`src/rtl/srl_pkg.sv`:
```
// Shared constants and state encoding for the iterative right shifter.
package srl_pkg;

  localparam int WIDTH     = 16;
  localparam int CNT_W     = 5;
  localparam int SHAMT_SAT = 16;
  localparam int STEP_N    = 4;

  typedef enum logic [0:0] {
    IDLE  = 1'b0,
    SHIFT = 1'b1
  } state_t;

endpackage

```
`src/rtl/srl_iter_shifter_if.sv`:
```
// Start/busy/done handshake and operand/result bus of the iterative shifter.
interface srl_iter_shifter_if #(
  parameter int WIDTH = srl_pkg::WIDTH
);
  logic             start;
  logic             arith;
  logic [WIDTH-1:0] A;
  logic [WIDTH-1:0] B;
  logic             busy;
  logic             done;
  logic [WIDTH-1:0] result;

  modport master (
    output start, arith, A, B,
    input  busy, done, result
  );

  modport slave (
    input  start, arith, A, B,
    output busy, done, result
  );
endinterface

```
`src/rtl/srl_step.sv`:
```
// One combinational right-shift step of 1 or STEP_N bits with a given fill bit.
module srl_step #(
  parameter int WIDTH = srl_pkg::WIDTH
) (
  input  logic [WIDTH-1:0] data,
  input  logic             fill,
  input  logic             step4,
  output logic [WIDTH-1:0] shifted
);
  import srl_pkg::*;

  // Select between the single-bit and the wide step.
  always_comb begin
    shifted = data;
    if (step4) begin
      shifted = {{STEP_N{fill}}, data[WIDTH-1:STEP_N]};
    end else begin
      shifted = {fill, data[WIDTH-1:1]};
    end
  end
endmodule

```
`src/rtl/srl_iter_shifter.sv`:
```
// Multi-cycle logical/arithmetic right shifter with start/busy/done handshake.
// Define SRL_ITER_MULTISTEP_EN to shift 4 bits per cycle while at least 4 remain.
module srl_iter_shifter #(
  parameter int WIDTH = srl_pkg::WIDTH,
  parameter int CNT_W = srl_pkg::CNT_W
) (
  input  logic              clk,
  input  logic              rst_n,
  srl_iter_shifter_if.slave bus
);
  import srl_pkg::*;

  state_t             state_r;
  state_t             state_nxt_s;
  logic [WIDTH-1:0]   data_r;
  logic [WIDTH-1:0]   data_nxt_s;
  logic               fill_r;
  logic               fill_nxt_s;
  logic [CNT_W-1:0]   cnt_r;
  logic [CNT_W-1:0]   cnt_nxt_s;
  logic [WIDTH-1:0]   result_r;
  logic [WIDTH-1:0]   result_nxt_s;
  logic               busy_r;
  logic               busy_nxt_s;
  logic               done_r;
  logic               done_nxt_s;
  logic               step4_s;
  logic [CNT_W-1:0]   dec_s;
  logic [CNT_W-1:0]   n_sat_s;
  logic [WIDTH-1:0]   step_out_s;

  // Shift amounts of WIDTH or more all produce pure fill, so clamp to WIDTH.
  assign n_sat_s = (bus.B >= WIDTH'(WIDTH)) ? CNT_W'(WIDTH) : bus.B[CNT_W-1:0];

`ifdef SRL_ITER_MULTISTEP_EN
  assign step4_s = (cnt_r >= CNT_W'(STEP_N));
`else
  assign step4_s = 1'b0;
`endif
  assign dec_s = step4_s ? CNT_W'(STEP_N) : CNT_W'(1);

  srl_step #(.WIDTH(WIDTH)) u_step (
    .data    (data_r),
    .fill    (fill_r),
    .step4   (step4_s),
    .shifted (step_out_s)
  );

  // State register.
  always_ff @(posedge clk or negedge rst_n) begin
    if (!rst_n) begin
      state_r <= IDLE;
    end else begin
      state_r <= state_nxt_s;
    end
  end

  // Next-state logic.
  always_comb begin
    state_nxt_s = state_r;
    case (state_r)
      IDLE: begin
        if (bus.start) begin
          state_nxt_s = SHIFT;
        end else begin
          state_nxt_s = IDLE;
        end
      end
      SHIFT: begin
        if (cnt_r == CNT_W'(0)) begin
          state_nxt_s = IDLE;
        end else begin
          state_nxt_s = SHIFT;
        end
      end
      default: state_nxt_s = IDLE;
    endcase
  end

  // Datapath and output next values; operands are only looked at in IDLE.
  always_comb begin
    data_nxt_s   = data_r;
    fill_nxt_s   = fill_r;
    cnt_nxt_s    = cnt_r;
    result_nxt_s = result_r;
    done_nxt_s   = 1'b0;
    case (state_r)
      IDLE: begin
        if (bus.start) begin
          data_nxt_s = bus.A;
          fill_nxt_s = bus.arith & bus.A[WIDTH-1];
          cnt_nxt_s  = n_sat_s;
        end else begin
          data_nxt_s = data_r;
        end
      end
      SHIFT: begin
        if (cnt_r != CNT_W'(0)) begin
          data_nxt_s = step_out_s;
          cnt_nxt_s  = cnt_r - dec_s;
        end else begin
          result_nxt_s = data_r;
          done_nxt_s   = 1'b1;
        end
      end
      default: begin
        done_nxt_s = 1'b0;
      end
    endcase
    busy_nxt_s = (state_nxt_s == SHIFT);
  end

  // Datapath and registered outputs.
  always_ff @(posedge clk or negedge rst_n) begin
    if (!rst_n) begin
      data_r   <= '0;
      fill_r   <= 1'b0;
      cnt_r    <= '0;
      result_r <= '0;
      busy_r   <= 1'b0;
      done_r   <= 1'b0;
    end else begin
      data_r   <= data_nxt_s;
      fill_r   <= fill_nxt_s;
      cnt_r    <= cnt_nxt_s;
      result_r <= result_nxt_s;
      busy_r   <= busy_nxt_s;
      done_r   <= done_nxt_s;
    end
  end

  assign bus.busy   = busy_r;
  assign bus.done   = done_r;
  assign bus.result = result_r;
endmodule
```
`src/flat_wrapper.sv`:
```
// flat-port wrapper written by rule: the top's interface ports become plain ports
module srl_iter_shifter_flat import srl_pkg::*;
#(
  parameter int WIDTH = srl_pkg::WIDTH,
  parameter int CNT_W = srl_pkg::CNT_W
)
  (clk, rst_n, bus_start, bus_arith, bus_A, bus_B, bus_busy, bus_done, bus_result);
  srl_iter_shifter_if #(.WIDTH(WIDTH)) bus_i ();
  input  logic clk;
  input  logic rst_n;
  input wire logic [$bits(bus_i.start)-1:0] bus_start;
  input wire logic [$bits(bus_i.arith)-1:0] bus_arith;
  input wire logic [$bits(bus_i.A)-1:0] bus_A;
  input wire logic [$bits(bus_i.B)-1:0] bus_B;
  output wire logic [$bits(bus_i.busy)-1:0] bus_busy;
  output wire logic [$bits(bus_i.done)-1:0] bus_done;
  output wire logic [$bits(bus_i.result)-1:0] bus_result;
  assign bus_i.start = bus_start;
  assign bus_i.arith = bus_arith;
  assign bus_i.A = bus_A;
  assign bus_i.B = bus_B;
  assign bus_busy = bus_i.busy;
  assign bus_done = bus_i.done;
  assign bus_result = bus_i.result;
  srl_iter_shifter #(.WIDTH(WIDTH), .CNT_W(CNT_W)) u_core (.clk(clk), .rst_n(rst_n), .bus(bus_i));
endmodule
```
`config.mk`:
```
export PLATFORM = sky130hd
export DESIGN_NAME = srl_iter_shifter_flat
export DESIGN_NICKNAME = d
export VERILOG_FILES = /design/src/rtl/srl_pkg.sv /design/src/rtl/srl_iter_shifter_if.sv /design/src/rtl/srl_step.sv /design/src/rtl/srl_iter_shifter.sv /design/src/flat_wrapper.sv
export SDC_FILE = /design/constraint.sdc
export NUM_CORES = 1
export LEC_CHECK = 0
export CAP_MARGIN = 20
export CELL_PAD_IN_SITES_DETAIL_PLACEMENT = 0
export CELL_PAD_IN_SITES_GLOBAL_PLACEMENT = 2
export CORE_MARGIN = 4
export CORE_UTILIZATION = 29
export DETAILED_ROUTE_END_ITERATION = 7
export PLACE_DENSITY_LB_ADDON = 0.1
export REMOVE_ABC_BUFFERS = 1
export SETUP_SLACK_MARGIN = 0.02
export SYNTH_ARGS = -nofsm -noshare
export SYNTH_HDL_FRONTEND = slang
export SYNTH_SLANG_ARGS = --single-unit
```
`constraint.sdc`:
```
create_clock -name clk -period 1.8 [get_ports clk]
set_input_delay 0.45 -clock clk [delete_from_list [all_inputs] [get_ports clk]]
set_output_delay 0.45 -clock clk [all_outputs]
set_load 0.05 [all_outputs]
```
After elaboration in Yosys (flattened, before gate mapping). Index checks and enable logic that the tools add are counted. W data, S select, Z words.

Output and inout port bits: 18. Word-level logic and storage cells: 30. Flip-flop bits (word level): 40.

Muxes and demuxes: 12. Order comparisons: 1. Bitwise operators: 3. Reduce and logical (&&, ||, !) cells: 5. Add/sub/neg operators: 1. Equality and inequality tests: 2.

Operators with widths (count): $mux W16 (2); $pmux W16 S2 (1); $ge A16 B5 Y1 const B (1); $mux W5 (3); $pmux W5 S2 (1); $reduce_and A2 Y1 (3); $logic_not A5 Y1 (1); $reduce_bool A5 Y1 (1); $sub A5 B1 Y5 const B (1); $mux W1 (4); $ne A2 B2 Y1 const B (2); $not A1 Y1 (2); $pmux W1 S2 (1); $and A1 B1 Y1 (1).

Longest topological paths before layout.
Word-level depth: 4. Depth in mapped cells: 8. Depth with buffers taken out: 6.

Hierarchy. Synthesis repeated with hierarchy kept, for this count alone.

Cell total of the unflattened synthesis: 206. Area, all modules: 2073.2 µm².

Modules (own cells, without submodules): srl_iter_shifter (cells each 188, times used 1, area an instance 1828.0 µm²); srl_step (cells each 18, times used 1, area an instance 245.2 µm²).

Worst setup path after synthesis. OpenSTA, ideal clock, no wires.

Kind: reg2reg. From: register u_core.state_r. To: register u_core.result_r[10], in the netlist u_core.bus.result[10]. Arrival time: 1599 ps. Setup time: 127 ps. Required time: 1673 ps. Path slack: 74 ps. Cell stages (with the launch flop): 6. Path buffers: 2. Cells stage by stage: dfrtp_1 -> buf_2 -> nand2_2 -> nor2_8 -> buf_6 -> mux2_1.

Longest elaborated chain between the ends: 1.

RTL lines: start, declared (RTL line srl_iter_shifter.sv:13) `state_t state_r;`; start signal, assigned (RTL line srl_iter_shifter.sv:54) `state_r <= state_nxt_s;`; $reduce_and A2 Y1 (no source line); end signal, assigned (RTL line srl_iter_shifter.sv:126) `result_r <= result_nxt_s;`; end, declared (RTL line srl_iter_shifter.sv:21) `logic [WIDTH-1:0] result_r;`.

Every way passes these cells. A chain may end at the register's enable or synchronous reset.

Worst setup path in the final report.
From: register u_core.cnt_r[2]. To: register u_core.result_r[13], in the netlist u_core.bus.result[13].

Longest elaborated chain between the ends: 3.

RTL lines: start, declared (RTL line srl_iter_shifter.sv:19) `logic [CNT_W-1:0] cnt_r;`; start signal, assigned (RTL line srl_iter_shifter.sv:125) `cnt_r <= cnt_nxt_s;`; $reduce_bool A5 Y1 (RTL line srl_iter_shifter.sv:98) `if (cnt_r != CNT_W'(0)) begin`; $not A1 Y1 (no source line); $reduce_and A2 Y1 (no source line).

Every way passes these cells.

==> key figures <==
Status
  – Status: finished clean

Power
  – Sequential power share: 36.8%
  – Pwr Density: ~1700 nW/um^2
  – Max VDD drop: 0.000756 V
  – Switch Pwr: 1.86 mW
  – Comb power frac: 50.1%
  – Internal power: roughly 2.4 mW
  – Clock share of power: between 10% and 20%
  – Sw Share: 43.3%
  – Leakage Power: 1.19 nW

CTS
  – TritonCTS buffer count: 5
  – Clock sinks: 40
  – Clk buf depth: 2
  – CTS Hold Buffers Added: 0
  – Clock Pin Slew Worst Setup and Hold Paths: roughly 0.080 ns
  – Post-CTS Resized: 0
  – Post-CTS Setup Repair Bufs: 0
  – Clock Latency Late Sink: 0.28 ns
  – TritonCTS clock tree: done
  – Clock root cell: clkbuf_8
  – H-tree Lvls: 2

Global route
  – First-pass GRT wire length: 7050 um
  – GR peak layer: met2
  – Vias in the first global route: 1,433
  – Gr usage total: 12.0%
  – M1 GR Usage: 16.0%
  – Total grt overflow: 0
  – M3 GR Usage: under 10%
  – Largest net degree at the start of global routing: 24
  – GRT met2 Usage: between 10% and 20%
  – Initial antenna violation count: 0

Worst hold path
  – Worst min path class: in -> async

Critical path
  – Worst path max stage delay: ~0.45 ns
  – CP startpoint kind: flip-flop
  – Family with the most delay on the worst path: simple AND/OR/NAND/NOR gates
  – CP Capture Type: flip-flop
  – Slowest-stage cell, CP: or3_4
  – Worst EP arrival: 1.86 ns
  – CP max FO: 18
  – CP Cell Sequence: or3_4 > nor2_8 > mux2_2
  – Buf/Inv on CP: 0
  – Worst Setup Path Type: reg -> reg
  – Crit path required time: around 2.0 ns

Yosys
  – #FFs+latches synth: 40
  – Mapped Cells: 150
  – Mapped Area: between 1500 and 2000 sq um
  – Syn_area_per_cell: 12.0 sq um
  – Library cells used by synthesis: 32
  – Sequential share of the synthesized area: 55.4%
  – YS warnings: 0

Route
  – Final ANT Viol Nets: 0
  – 1st-pass router iterations: 4
  – DRC viols: 0
  – DRT Wirelength: 4230 um
  – Vias per std cell: between 4 and 5
  – Vias: between 1k and 1.5k
  – First DRT Iteration DRCs: 43
  – DR WL/cell: approximately 15 um

Floorplanning
  – # IOs: 54
  – Row cnt: 28
  – Initial Utilization: 30.2%
  – Die width: 86.9 um
  – Placeable Area: 5990 sq um
  – Die ar.: about 7600 sq um
  – Die Height: 86.9 um

STA
  – RSZ-0062 raised after global routing: false
  – Max-slew headroom: ~74%
  – Count of final hold-check violations: 0
  – Worst Skew: 0.00550 ns
  – Tmin final: 1.69 ns
  – Max-slew violations: 0
  – Setup violators final: 0
  – Achievable frequency: 593 MHz
  – Slew @ Worst Pin: about 0.38 ns
  – Period utilisation layout: 93.6%
  – Setup TNS: 0 ns

Final layout
  – Layout cells sized above 1: 22.5%
  – Final Non-Filler Cells: 284
  – ANT cells: 0
  – Area delta synth->final: 35.9%
  – Nets: 246

Placed design
  – Placer Congestion: 0.745
  – PortBufs: 53
  – Dpl cells: 277
  – DP Wirelength: 3160 um

Job
  – Max cap viols: 0
==> routing by layer <==
metal  routed length, um  up-vias
met5                   0        -
met4                  47        0
met3                 310        5
met2                1920       39
met1                1950      661
li1                    -      647
==> layout by cell type (no fill, tap or decap), types with 2 or more instances in the layout <==
master and n:
dfrtp_1 40, clkdlybuf4s50_1 34, buf_4 24, nand2_1 21
mux2i_1 16, o21ai_0 16, mux2_1 8, mux2_2 8
inv_1 5, clkbuf_8 5, nor4_1 3, o21ai_2 2
o31ai_1 2, nor2_1 2, a211o_1 2, a31oi_1 2
a21oi_1 2
==> synth_stat cells (all sizes together) <==
library cell,number,area [sq um]
a211o,2,17.5
a21oi,2,10.0
a31oi,2,12.5
a32oi,1,8.76
a41oi,1,8.76
and3,1,6.26
buf,7,62.6
clkbuf,1,5.00
dfrtp,40,1000
ha,1,12.5
inv,5,18.8
mux2,16,180
mux2i,16,160
nand2,22,85.1
nand3,1,5.00
nor2,3,27.5
nor2b,1,6.26
nor3,1,5.00
nor4,3,18.8
o21ai,18,97.6
o21ba,1,10.0
o22a,1,8.76
o22ai,1,12.5
o31ai,2,15.0
or3,1,11.3
==> flip-flops by register name, indices dropped and copies added (netlist names) <==
| signal | flops |
|---|---|
| u_core.fill_r | 1 |
| u_core.state_r | 1 |
| u_core.cnt_r | 5 |
| u_core.bus.done | 1 |
| u_core.bus.result | 16 |
| u_core.data_r | 16 |
==> per-stage QoR <==
step                      setup slack (ns)  hold WS (ns)  utilization [%]  total power [mW]  area [sq um]
after floorplan                      -1.02         0.154                -              3.04          1740
after global placement            -0.00821         0.355             39.7              3.72          2380
after detailed placement            -0.121         0.364             39.7              3.78          2380
after CTS                           0.0934        0.0428             41.0              4.36          2460
after global routing                0.0413        0.0613             41.0              4.61          2460
final                                0.115        0.0425             41.0              4.29          2460
==> final cells by class <==
type	instances	area, sq um
Sequential cell	40	1000
Tap cell	75	93.8
Timing Repair Buffer	60	546
Fill cell	587	3530
Clock inverter	1	5.00
Multi-Input combinational cell	97	719
Clock buffer	6	72.6
Inverter	5	18.8
==> power by group through the flow <==
stage | clock [mW] | combinational (mW) | sequential [mW]
4_1_cts | 0.589 | 2.19 | 1.58
5_1_grt | 0.626 | 2.35 | 1.63
3_5_place_dp | 0 | 2.19 | 1.59
2_1_floorplan | 0 | 0.873 | 2.17
6_report | 0.561 | 2.15 | 1.58
3_3_place_gp | 0 | 2.15 | 1.57
==> final timing paths <==
| kind | startpoint | endpoint | slack, ns | cells past startpoint |
|---|---|---|---|---|
| worst min-delay path | rst_n | u_core.cnt_r[4]$_DFFE_PN0P_ | 0.04 | 1 |
| worst max register to register | u_core.cnt_r[2]$_DFFE_PN0P_ | u_core.bus.result[13]$_DFFE_PN0P_ | 0.11 | 3 |
| worst max-delay path | u_core.cnt_r[2]$_DFFE_PN0P_ | u_core.bus.result[13]$_DFFE_PN0P_ | 0.11 | 3 |
| min in group clk | u_core.fill_r$_DFFE_PN0P_ | u_core.fill_r$_DFFE_PN0P_ | 0.49 | 2 |
| max in group asynchronous | rst_n | u_core.bus.result[5]$_DFFE_PN0P_ | 1.24 | 2 |
| worst min register to register | u_core.fill_r$_DFFE_PN0P_ | u_core.fill_r$_DFFE_PN0P_ | 0.49 | 2 |
==> logic make-up (layout without fill, tap and decap cells) <==
group | Yosys count | count (layout) | share of synthesized area (%)
simple gates | 33 | 33 | 9.14
mux | 32 | 32 | 18.8
compound gates | 31 | 31 | 11.1
flops | 40 | 40 | 55.4
buf+inv | 13 | 72 | 4.78
fa+ha+maj | 1 | 1 | 0.692
No activity file was read; power rests on OpenSTA's default activity.
